==> config.mk <==
export PLATFORM = sky130hd
export DESIGN_NAME = pipe_hazard_ctrl
export DESIGN_NICKNAME = d
export VERILOG_FILES = /design/src/rtl/pipe_ctrl_pkg.sv /design/src/rtl/pipe_ctrl_queue.sv /design/src/rtl/pipe_hazard_ctrl.sv
export SDC_FILE = /design/constraint.sdc
export NUM_CORES = 1
export LEC_CHECK = 0
export CAP_MARGIN = 10
export CORE_ASPECT_RATIO = 1.25
export CORE_MARGIN = 4
export CORE_UTILIZATION = 50
export DETAILED_ROUTE_END_ITERATION = 12
export GPL_TIMING_DRIVEN = 1
export PLACE_DENSITY = 0.86
export SKIP_LAST_GASP = 1
export SYNTH_ARGS = -nofsm -noshare
export SYNTH_HDL_FRONTEND = slang
export SYNTH_SLANG_ARGS = --single-unit
==> constraint.sdc <==
create_clock -name clk1 -period 8.6 [get_ports clk1]
set_input_delay 2.58 -clock clk1 [delete_from_list [all_inputs] [get_ports clk1]]
set_output_delay 2.58 -clock clk1 [all_outputs]
set_load 0.02 [all_outputs]
==> src/rtl/pipe_ctrl_pkg.sv <==
// Shared types and constants for the pipeline issue/write-back controller.
package pipe_ctrl_pkg;

   localparam int NREGS_DEF = 16;

   // Bit positions of the condition flags inside a 4-bit N,Z,C,V word
   localparam int FLAG_N = 3;
   localparam int FLAG_Z = 2;
   localparam int FLAG_C = 1;
   localparam int FLAG_V = 0;

   typedef enum logic {
      WB_IDLE   = 1'b0,
      WB_SECOND = 1'b1
   } wb_state_t;

   // One issued instruction waiting for its results, oldest first
   typedef struct packed {
      logic       dst0En;
      logic [3:0] dst0;
      logic       dst1En;
      logic [3:0] dst1;
      logic       setFlags;
   } queue_entry_t;

   localparam int QENTRY_W = $bits(queue_entry_t);

endpackage

==> src/rtl/pipe_ctrl_queue.sv <==
// Show-ahead synchronous FIFO: the head entry is visible on o_head whenever
// the queue is not empty. Push into a full queue and pop from an empty queue
// are ignored.
module pipe_ctrl_queue #(
   parameter int WIDTH = 8,
   parameter int DEPTH = 4
) (
   input  logic             clk1,
   input  logic             rst_n,
   input  logic             i_push,
   input  logic [WIDTH-1:0] i_data,
   input  logic             i_pop,
   output logic [WIDTH-1:0] o_head,
   output logic             o_full,
   output logic             o_empty
);

   localparam int AW = $clog2(DEPTH);
   localparam int CW = $clog2(DEPTH + 1);

   logic [WIDTH-1:0] r_mem [DEPTH];
   logic [AW-1:0]    r_wrPtr;
   logic [AW-1:0]    r_rdPtr;
   logic [CW-1:0]    r_count;
   logic             w_doPush;
   logic             w_doPop;

   assign w_doPush = i_push & ~o_full;
   assign w_doPop  = i_pop & ~o_empty;
   assign o_full   = (r_count == CW'(DEPTH));
   assign o_empty  = (r_count == '0);
   assign o_head   = r_mem[r_rdPtr];

   // Storage array needs no reset; only the pointers decide what is valid
   always_ff @(posedge clk1) begin
      if (w_doPush) r_mem[r_wrPtr] <= i_data;
   end

   // Pointer and occupancy bookkeeping
   always_ff @(posedge clk1 or negedge rst_n) begin
      if (!rst_n) begin
         r_wrPtr <= '0;
         r_rdPtr <= '0;
         r_count <= '0;
      end else begin
         if (w_doPush) r_wrPtr <= r_wrPtr + AW'(1);
         if (w_doPop)  r_rdPtr <= r_rdPtr + AW'(1);
         case ({w_doPush, w_doPop})
            2'b10:   r_count <= r_count + CW'(1);
            2'b01:   r_count <= r_count - CW'(1);
            default: r_count <= r_count;
         endcase
      end
   end

endmodule

==> src/rtl/pipe_hazard_ctrl.sv <==
// Issue and write-back controller: register scoreboard with RAW/WAW stall,
// in-order queue of issued destinations, and sequencing of the single
// register-file write port plus CPSR write.
// Optional build macro PIPE_HAZARD_STATS_EN adds stall_count and raw_count.
module pipe_hazard_ctrl
   import pipe_ctrl_pkg::*;
#(
   parameter int DEPTH = 4,
   parameter int NREGS = NREGS_DEF
) (
   input  logic             clk1,
   input  logic             rst_n,
   input  logic             dec_valid,
   output logic             dec_ready,
   input  logic [NREGS-1:0] dec_src_mask,
   input  logic             dec_dst0_en,
   input  logic [3:0]       dec_dst0,
   input  logic             dec_dst1_en,
   input  logic [3:0]       dec_dst1,
   input  logic             dec_setflags,
   output logic             issue_valid,
   input  logic             exec_done,
   output logic             wb_ready,
   input  logic [31:0]      res0,
   input  logic [31:0]      res1,
   input  logic [3:0]       res_flags,
   output logic             rf_we,
   output logic [3:0]       rf_waddr,
   output logic [31:0]      rf_wdata,
   output logic             cpsr_we,
   output logic [3:0]       cpsr_wdata,
   output logic [NREGS-1:0] busy_mask,
   output logic             stall
`ifdef PIPE_HAZARD_STATS_EN
   ,
   output logic [31:0]      stall_count,
   output logic [31:0]      raw_count
`endif
);

   localparam int CW = $clog2(DEPTH + 1);

   logic [NREGS-1:0] w_dst0Mask;
   logic [NREGS-1:0] w_dst1Mask;
   logic [NREGS-1:0] w_incMask;
   logic [NREGS-1:0] w_retireMask;
   logic             w_hazard;
   logic             w_full;
   logic             w_empty;
   logic             w_issue;
   queue_entry_t     w_pushEntry;
   queue_entry_t     w_head;
   logic [QENTRY_W-1:0] w_headBits;
   logic [CW-1:0]    r_count [NREGS];

   wb_state_t        r_wbState;
   wb_state_t        w_wbNext;
   logic             w_pop;
   logic             w_retireEn;
   logic [3:0]       w_retireReg;
   logic             w_latchRes1;
   logic             r_rfWe,   w_rfWeNext;
   logic [3:0]       r_rfWaddr, w_rfWaddrNext;
   logic [31:0]      r_rfWdata, w_rfWdataNext;
   logic             r_cpsrWe, w_cpsrWeNext;
   logic [3:0]       r_cpsrWdata, w_cpsrWdataNext;
   logic [31:0]      r_res1;

   // Decoder side: stall while any touched register has a pending write,
   // or while the queue is full. Outputs read 0 while reset is held.
   assign w_dst0Mask = dec_dst0_en ? (NREGS'(1) << dec_dst0) : '0;
   assign w_dst1Mask = dec_dst1_en ? (NREGS'(1) << dec_dst1) : '0;
   assign w_hazard   = |((dec_src_mask | w_dst0Mask | w_dst1Mask) & busy_mask);
   assign dec_ready  = rst_n & ~w_full & ~w_hazard;
   assign w_issue    = dec_valid & dec_ready;
   assign issue_valid = w_issue;
   assign stall      = rst_n & dec_valid & ~dec_ready;
   assign wb_ready   = rst_n & (r_wbState == WB_IDLE);

   assign w_pushEntry = '{dst0En: dec_dst0_en, dst0: dec_dst0,
                          dst1En: dec_dst1_en, dst1: dec_dst1,
                          setFlags: dec_setflags};
   assign w_head = queue_entry_t'(w_headBits);

   pipe_ctrl_queue #(
      .WIDTH (QENTRY_W),
      .DEPTH (DEPTH)
   ) u_queue (
      .clk1    (clk1),
      .rst_n   (rst_n),
      .i_push  (w_issue),
      .i_data  (w_pushEntry),
      .i_pop   (w_pop),
      .o_head  (w_headBits),
      .o_full  (w_full),
      .o_empty (w_empty)
   );

   // Write-back sequencing: decide next write-port contents, pop and retire
   always_comb begin
      w_wbNext        = r_wbState;
      w_pop           = 1'b0;
      w_retireEn      = 1'b0;
      w_retireReg     = '0;
      w_latchRes1     = 1'b0;
      w_rfWeNext      = 1'b0;
      w_rfWaddrNext   = r_rfWaddr;
      w_rfWdataNext   = r_rfWdata;
      w_cpsrWeNext    = 1'b0;
      w_cpsrWdataNext = r_cpsrWdata;
      case (r_wbState)
         WB_IDLE: begin
            if (exec_done && !w_empty) begin
               if (w_head.dst0En) begin
                  w_rfWeNext    = 1'b1;
                  w_rfWaddrNext = w_head.dst0;
                  w_rfWdataNext = res0;
                  w_retireEn    = 1'b1;
                  w_retireReg   = w_head.dst0;
               end
               if (w_head.setFlags) begin
                  w_cpsrWeNext    = 1'b1;
                  w_cpsrWdataNext = res_flags;
               end
               if (w_head.dst1En) begin
                  w_latchRes1 = 1'b1;
                  w_wbNext    = WB_SECOND;
               end else begin
                  w_pop = 1'b1;
               end
            end
         end
         WB_SECOND: begin
            w_rfWeNext    = 1'b1;
            w_rfWaddrNext = w_head.dst1;
            w_rfWdataNext = r_res1;
            w_retireEn    = 1'b1;
            w_retireReg   = w_head.dst1;
            w_pop         = 1'b1;
            w_wbNext      = WB_IDLE;
         end
         default: w_wbNext = WB_IDLE;
      endcase
   end

   // Registered write-port and CPSR outputs plus the WB state register
   always_ff @(posedge clk1 or negedge rst_n) begin
      if (!rst_n) begin
         r_wbState   <= WB_IDLE;
         r_rfWe      <= 1'b0;
         r_rfWaddr   <= '0;
         r_rfWdata   <= '0;
         r_cpsrWe    <= 1'b0;
         r_cpsrWdata <= '0;
         r_res1      <= '0;
      end else begin
         r_wbState   <= w_wbNext;
         r_rfWe      <= w_rfWeNext;
         r_rfWaddr   <= w_rfWaddrNext;
         r_rfWdata   <= w_rfWdataNext;
         r_cpsrWe    <= w_cpsrWeNext;
         r_cpsrWdata <= w_cpsrWdataNext;
         if (w_latchRes1) r_res1 <= res1;
      end
   end

   assign rf_we      = r_rfWe;
   assign rf_waddr   = r_rfWaddr;
   assign rf_wdata   = r_rfWdata;
   assign cpsr_we    = r_cpsrWe;
   assign cpsr_wdata = r_cpsrWdata;

   // Scoreboard: pending-write count per register, decremented on the same
   // edge that raises the matching rf_we
   assign w_incMask    = w_issue ? (w_dst0Mask | w_dst1Mask) : '0;
   assign w_retireMask = w_retireEn ? (NREGS'(1) << w_retireReg) : '0;

   always_ff @(posedge clk1 or negedge rst_n) begin
      if (!rst_n) begin
         for (int r = 0; r < NREGS; r++) r_count[r] <= '0;
      end else begin
         for (int r = 0; r < NREGS; r++) begin
            case ({w_incMask[r], w_retireMask[r]})
               2'b10:   r_count[r] <= r_count[r] + CW'(1);
               2'b01:   r_count[r] <= r_count[r] - CW'(1);
               default: r_count[r] <= r_count[r];
            endcase
         end
      end
   end

   // Busy view derived from the registered counters
   always_comb begin
      busy_mask = '0;
      for (int r = 0; r < NREGS; r++) busy_mask[r] = (r_count[r] != '0);
   end

`ifdef PIPE_HAZARD_STATS_EN
   logic        w_srcHazard;
   logic [31:0] r_stallCount;
   logic [31:0] r_rawCount;

   assign w_srcHazard = |(dec_src_mask & busy_mask);

   // Saturating stall statistics; raw_count excludes full-queue stalls
   always_ff @(posedge clk1 or negedge rst_n) begin
      if (!rst_n) begin
         r_stallCount <= '0;
         r_rawCount   <= '0;
      end else begin
         if (stall && (r_stallCount != '1)) r_stallCount <= r_stallCount + 32'd1;
         if (stall && !w_full && w_srcHazard && (r_rawCount != '1))
            r_rawCount <= r_rawCount + 32'd1;
      end
   end

   assign stall_count = r_stallCount;
   assign raw_count   = r_rawCount;
`endif

endmodule

Word-level counts from Yosys, hierarchy flattened. Memory sizes are Yosys's and may differ from the RTL's. Cells that the tools add are included.

Register bits after elaboration: 130. Bits in writable memories: 44. Input port bits: 99. Logic and storage cells: 204. Memories: 1.

Memory list: u_queue.r_mem (depth 4, bits a word 11, rd ports 1, clocked after memory_dff 0, write ports 1, line pipe_ctrl_queue.sv:21) `logic [WIDTH-1:0] r_mem [DEPTH];`.

Add/sub/neg operators: 36. Equal/unequal tests: 37. Shift operators: 3. Mux-type cells: 45. Bitwise gates (word level): 17. Reductions and logical operators: 39.

Operators by type and width (count): $pmux 3 s2 (17); $mux 16 (4); $mux 32 (2); $pmux 32 s2 (1); $add 3x1->3 const B (17); $sub 3x1->3 const B (17); $or 16x16->16 (3); $reduce_bool 3->1 (16); $shl 1x4->16 const A (3); $eq 2x1->1 const B (17); $eq 2x2->1 const B (17); $reduce_bool 2->1 (17); $and 16x16->16 (1); $mux 4 (4); $pmux 4 s2 (2); $reduce_or 16->1 (1); $mux 1 (12); $and 1x1->1 (8); $pmux 1 s2 (3); $not 1->1 (5); $add 2x1->2 const B (2); $ne 2x1->1 const B (2); $eq 3x3->1 const B (1); $logic_not 3->1 (1); 4 further kinds (4).

Logic depth before layout (Yosys ltp).
Depth in word-level cells: 12. Gate-level depth with buffers: 15. Depth with buffers taken out: 12.

By module. Synthesis repeated with hierarchy kept, for this count alone.

Cell total of the unflattened synthesis: 742. Area total of the unflattened synthesis: 8464.4 µm².

By module, submodules not included: pipe_hazard_ctrl (instances 1, cells each 648, area each 6432.4 µm², sequential area each 3078.0 µm²); pipe_ctrl_queue (instances 1, cells each 94, area each 2031.9 µm², sequential area each 1496.4 µm²).

Worst setup path after synthesis. Ideal clock, no wire load.

Kind: input -> output. From: input dec_dst1[2]. To: output stall. Arrival: 4097 ps. Path slack: 1923 ps. Stages on the path: 7. Buffers on the path: 1. Cell sequence: or3b_1 > buf_2 > o22ai_1 > o21ai_1 > and4_4 > and4_1 > nor2_1.

Cells in the longest elaborated chain, start to end: 9.

RTL lines: from (decl) (line pipe_hazard_ctrl.sv:19) `input logic [3:0] dec_dst1,`; $shl 1x4->16 (line pipe_hazard_ctrl.sv:72) `assign w_dst1Mask = dec_dst1_en ? (NREGS'(1) << dec_dst1) : '0;`; $mux 16 (line pipe_hazard_ctrl.sv:72); $or 16x16->16 (line pipe_hazard_ctrl.sv:73) `assign w_hazard = |((dec_src_mask | w_dst0Mask | w_dst1Mask) & busy_mask);`; $and 16x16->16 (line pipe_hazard_ctrl.sv:73); $reduce_or 16->1 (line pipe_hazard_ctrl.sv:73); $not 1->1 (line pipe_hazard_ctrl.sv:74) `assign dec_ready = rst_n & ~w_full & ~w_hazard;`; $and 1x1->1 (line pipe_hazard_ctrl.sv:74); named net dec_ready (line pipe_hazard_ctrl.sv:14) `output logic dec_ready,`; $not 1->1 (line pipe_hazard_ctrl.sv:77) `assign stall = rst_n & dec_valid & ~dec_ready;`; $and 1x1->1 (line pipe_hazard_ctrl.sv:77); to (decl) (line pipe_hazard_ctrl.sv:33) `output logic stall`.

The timed path passes the listed nets, and every way through them passes these cells.

Worst setup path in the final report.
From: input dec_dst1_en. To: output stall.

Cells in the longest elaborated chain, start to end: 8.

RTL lines: from (decl) (line pipe_hazard_ctrl.sv:18) `input logic dec_dst1_en,`; $mux 16 (line pipe_hazard_ctrl.sv:72); $or 16x16->16 (line pipe_hazard_ctrl.sv:73); $and 16x16->16 (line pipe_hazard_ctrl.sv:73); $reduce_or 16->1 (line pipe_hazard_ctrl.sv:73); $not 1->1 (line pipe_hazard_ctrl.sv:74); $and 1x1->1 (line pipe_hazard_ctrl.sv:74); $not 1->1 (line pipe_hazard_ctrl.sv:77); $and 1x1->1 (line pipe_hazard_ctrl.sv:77).

Every way passes these cells.

==> reports/metrics.yaml <==
cts:
  max-clock-path-buffers: 2
  post_cts_resized: 0
  cts_setup_buffers: 0
  cts_hold_buf: 0
  cts_buffers: 17
  clk_pin_slew_ps: 70
  cts_tree: "yes"
  h-tree-depth: 4
  clkSinkCount: 174
  worstSkewPairLatency_ps: 420
  root_buffer: "clkbuf_16"
floorplan:
  die_y_microns: 153
  fp.dieArea_sq_um: 18900
  start_util_pct: 51.4
  die_width_microns: 124
  core_sq_um: 16300
  rows: 52
  ios: 161
power:
  power_density_nw_per_um2: 315
  power_frac_comb_pct: 38.4
  leakage_nw: 4.74
  p_switching_mw: 1.17
  seqPwrFrac_pct: 38.4
  clockPowerShare_pct: 23.2
  irDropWorstVdd_mv: 0.127
  internal_power_mw: 2.23
  swShare_pct: 34.3
grt:
  grt_first_pass_wirelength_microns: 30600
  grt-ovfl-total: 0
  grt_max_degree: 77
  antenna_found_initial: 0
  grt_pass1_vias: 5987
  grt_util_all_layers_pct: 20.9
worst_setup_path:
  worst_r2r_endpoint: "r_count[41]$_DFFE_PN0P_"
  path_class: "in2out"
  ff2ff_setup_slack_ps: 4970
  arrival_ps: 5240
  worstPathCellList: "clkdlybuf4s50_1 > or3b_1 > o221ai_1 > a22oi_1 > and4_1 > and4_1 > nor2_1 > clkdlybuf4s50_1"
  startpoint_type: "primary input"
  cp_num_buf_inv: 2
  cp.required_ps: 6020
  cp-end-kind: "primary output"
  crit_path_max_fanout: 8
  slowest_stage: "clkdlybuf4s50_1"
  worst_r2r_path_depth: 11
  r2r-start: "u_queue.r_rdPtr[0]$_DFFE_PN0P_"
  max_stage_delay_ps: 620
  cpLargestDelayFamily: "buffers and inverters"
place:
  placed_cell_area_sq_um: 10200
  place.port_buffers: 160
  dp_cells: 1043
  routabilityCongestion: 0.880
  dp_slack_ps: 822
  dpl.hpwl_microns: 14500
logic_synthesis:
  syn-num-nets: 820
  postSynthCellCount: 683
  syn-cell-area_sq_um: 8390
  synth_seq_cells: 174
  syn_avg_cell_area_sq_um: 12.3
  yosys_warnings: 0
  ys_types: 40
  ys_seq_area_share_pct: 54.5
sta:
  fin_ws_ps: 779
  post-route-period-util_pct: 90.9
  drv_slew: 0
  tightest_slew_ps: 854
  slew_headroom_pct: 43.1
  skew_ps: 8.78
  rsz0062_at_grt: "no"
  min_period_ps: 7820
  holdWs_ps: 462
  finalSetupViolations: 0
  clock.fmax_ghz: 0.128
  finalHoldViolCount: 0
  tns_ps: 0
min_path:
  hold_depth: 1
  hp-class: "reg2reg"
  min_to: "r_count[23]$_DFFE_PN0P_"
  min_from: "r_count[23]$_DFFE_PN0P_"
finish:
  num_antenna_cells: 0
  final_nets: 983
  final.fill_count: 1227
  ff_latch_area_sq_um: 4580
  final_area_sq_um: 10800
  multi_input_area_sq_um: 3450
  area_delta_synth_final_pct: 28.8
  drive_above_1_share_pct: 10.6
  fin_cells: 1075
drt:
  vias: 5715
  ant_nets: 0
  drt_iter0_markers: 365
  drc: 0
  via_per_inst: 5.32
  wl_microns: 19200
  routedWlPerCell_microns: 17.9
  drt_first_pass_iters: 4
flow_run:
  max-cap-violations: 0
outcome:
  outcome: "completed"
[cells in the final DEF, fill, tap and decap left out, drive strengths merged, types with 5 or more instances in the layout]
cell type / n
nor2: 40
or3: 17
fa: 17
nand2b: 9
xnor2: 19
clkbuf: 20
o21ai: 43
mux4: 11
buf: 7
o221ai: 8
ha: 21
mux2i: 49
edfxtp: 44
clkdlybuf4s50: 159
nand2: 61
dfrtp: 130
inv: 70
o22ai: 16
and4: 5
xor2: 35
mux2: 38
[area by class of cell]
cell class | count | share of cell area, %
inverter | 65 | 2.26
sequential | 174 | 42.3
clock buffer | 20 | 4.33
tap | 216 | 2.50
multi-input combinational | 422 | 32.0
clock inverter | 12 | 1.37
timing repair buffer | 166 | 15.2
[registers in the layout, indices dropped and copies added, names as in the netlist]
| register | count |
|---|---|
| u_queue.r_mem | 44 |
| rf_wdata | 32 |
| u_queue.r_rdPtr | 2 |
| r_count | 48 |
| cpsr_wdata | 4 |
| u_queue.r_wrPtr | 2 |
| u_queue.r_count | 3 |
| cpsr_we | 1 |
| rf_waddr | 4 |
| r_wbState | 1 |
| rf_we | 1 |
| r_res1 | 32 |
[metrics by stage]
stage / power (mW) / util (%)
2_1_floorplan: 2.14 / -
3_3_place_gp: 2.57 / 62.4
3_5_place_dp: 2.63 / 62.4
4_1_cts: 3.43 / 66.2
5_1_grt: 3.62 / 66.2
6_report: 3.40 / 66.2
[cell usage after synthesis, drive strengths merged]
library cell	instances	area, sq um
inv	65	244
and2	4	25.0
and4	5	46.3
edfxtp	44	1320
nand4	3	18.8
buf	12	82.6
mux2i	49	490
nand2	61	229
or3	17	106
nand2b	9	56.3
nand3b	4	30.0
nor2	40	150
mux4	11	248
nor2b	2	12.5
mux2	38	432
fa	17	340
and3	2	12.5
dfrtp	130	3250
nand3	4	20.0
xor2	35	307
a31oi	1	6.26
a21o	3	22.5
ha	21	263
a22oi	4	30.0
o22ai	16	100
o21a	1	7.51
o31ai	1	7.51
o21ai	43	215
o221ai	8	70.1
or2	2	12.5
or3b	2	17.5
xnor2	19	174
clkbuf	10	37.5
[worst max-delay path by stage]
stage	end	from	slack (ps)	cells after the start
floorplan	stall	dec_dst1[2]	1920	7
global placement	stall	dec_dst1_en	860	8
detailed placement	stall	dec_dst1_en	820	8
CTS	stall	dec_dst1_en	820	8
global route	stall	dec_dst1_en	690	8
finish	stall	dec_dst1_en	780	8
[logic make-up after synthesis]
group | after synthesis | synth area share, %
adders and majority gates | 38 | 7.19
muxes | 98 | 13.9
DFF | 174 | 54.5
and+or+nand+nor | 155 | 8.79
AOI/OAI and AO/OA | 77 | 5.47
xor gates and xnor gates | 54 | 5.73
buffers and inverters | 87 | 4.34
[routing by layer]
| layer | vias to the layer above | wire length [microns] | global-route usage, % |
|---|---|---|---|
| li1 | 2674 | - | - |
| met1 | 2808 | 7950 | 26.4 |
| met2 | 203 | 9500 | 34.9 |
| met3 | 30 | 1320 | 5.10 |
| met4 | 0 | 452 | 7.34 |
| met5 | - | 0 | 0 |
[power groups by stage]
stage	clock (mW)	combinational, mW	sequential (mW)
2_1_floorplan	0	0.756	1.38
3_3_place_gp	0	1.27	1.31
3_5_place_dp	0	1.31	1.32
4_1_cts	0.806	1.32	1.31
5_1_grt	0.844	1.44	1.34
6_report	0.790	1.31	1.30
(Power assumes the default switching activity.)
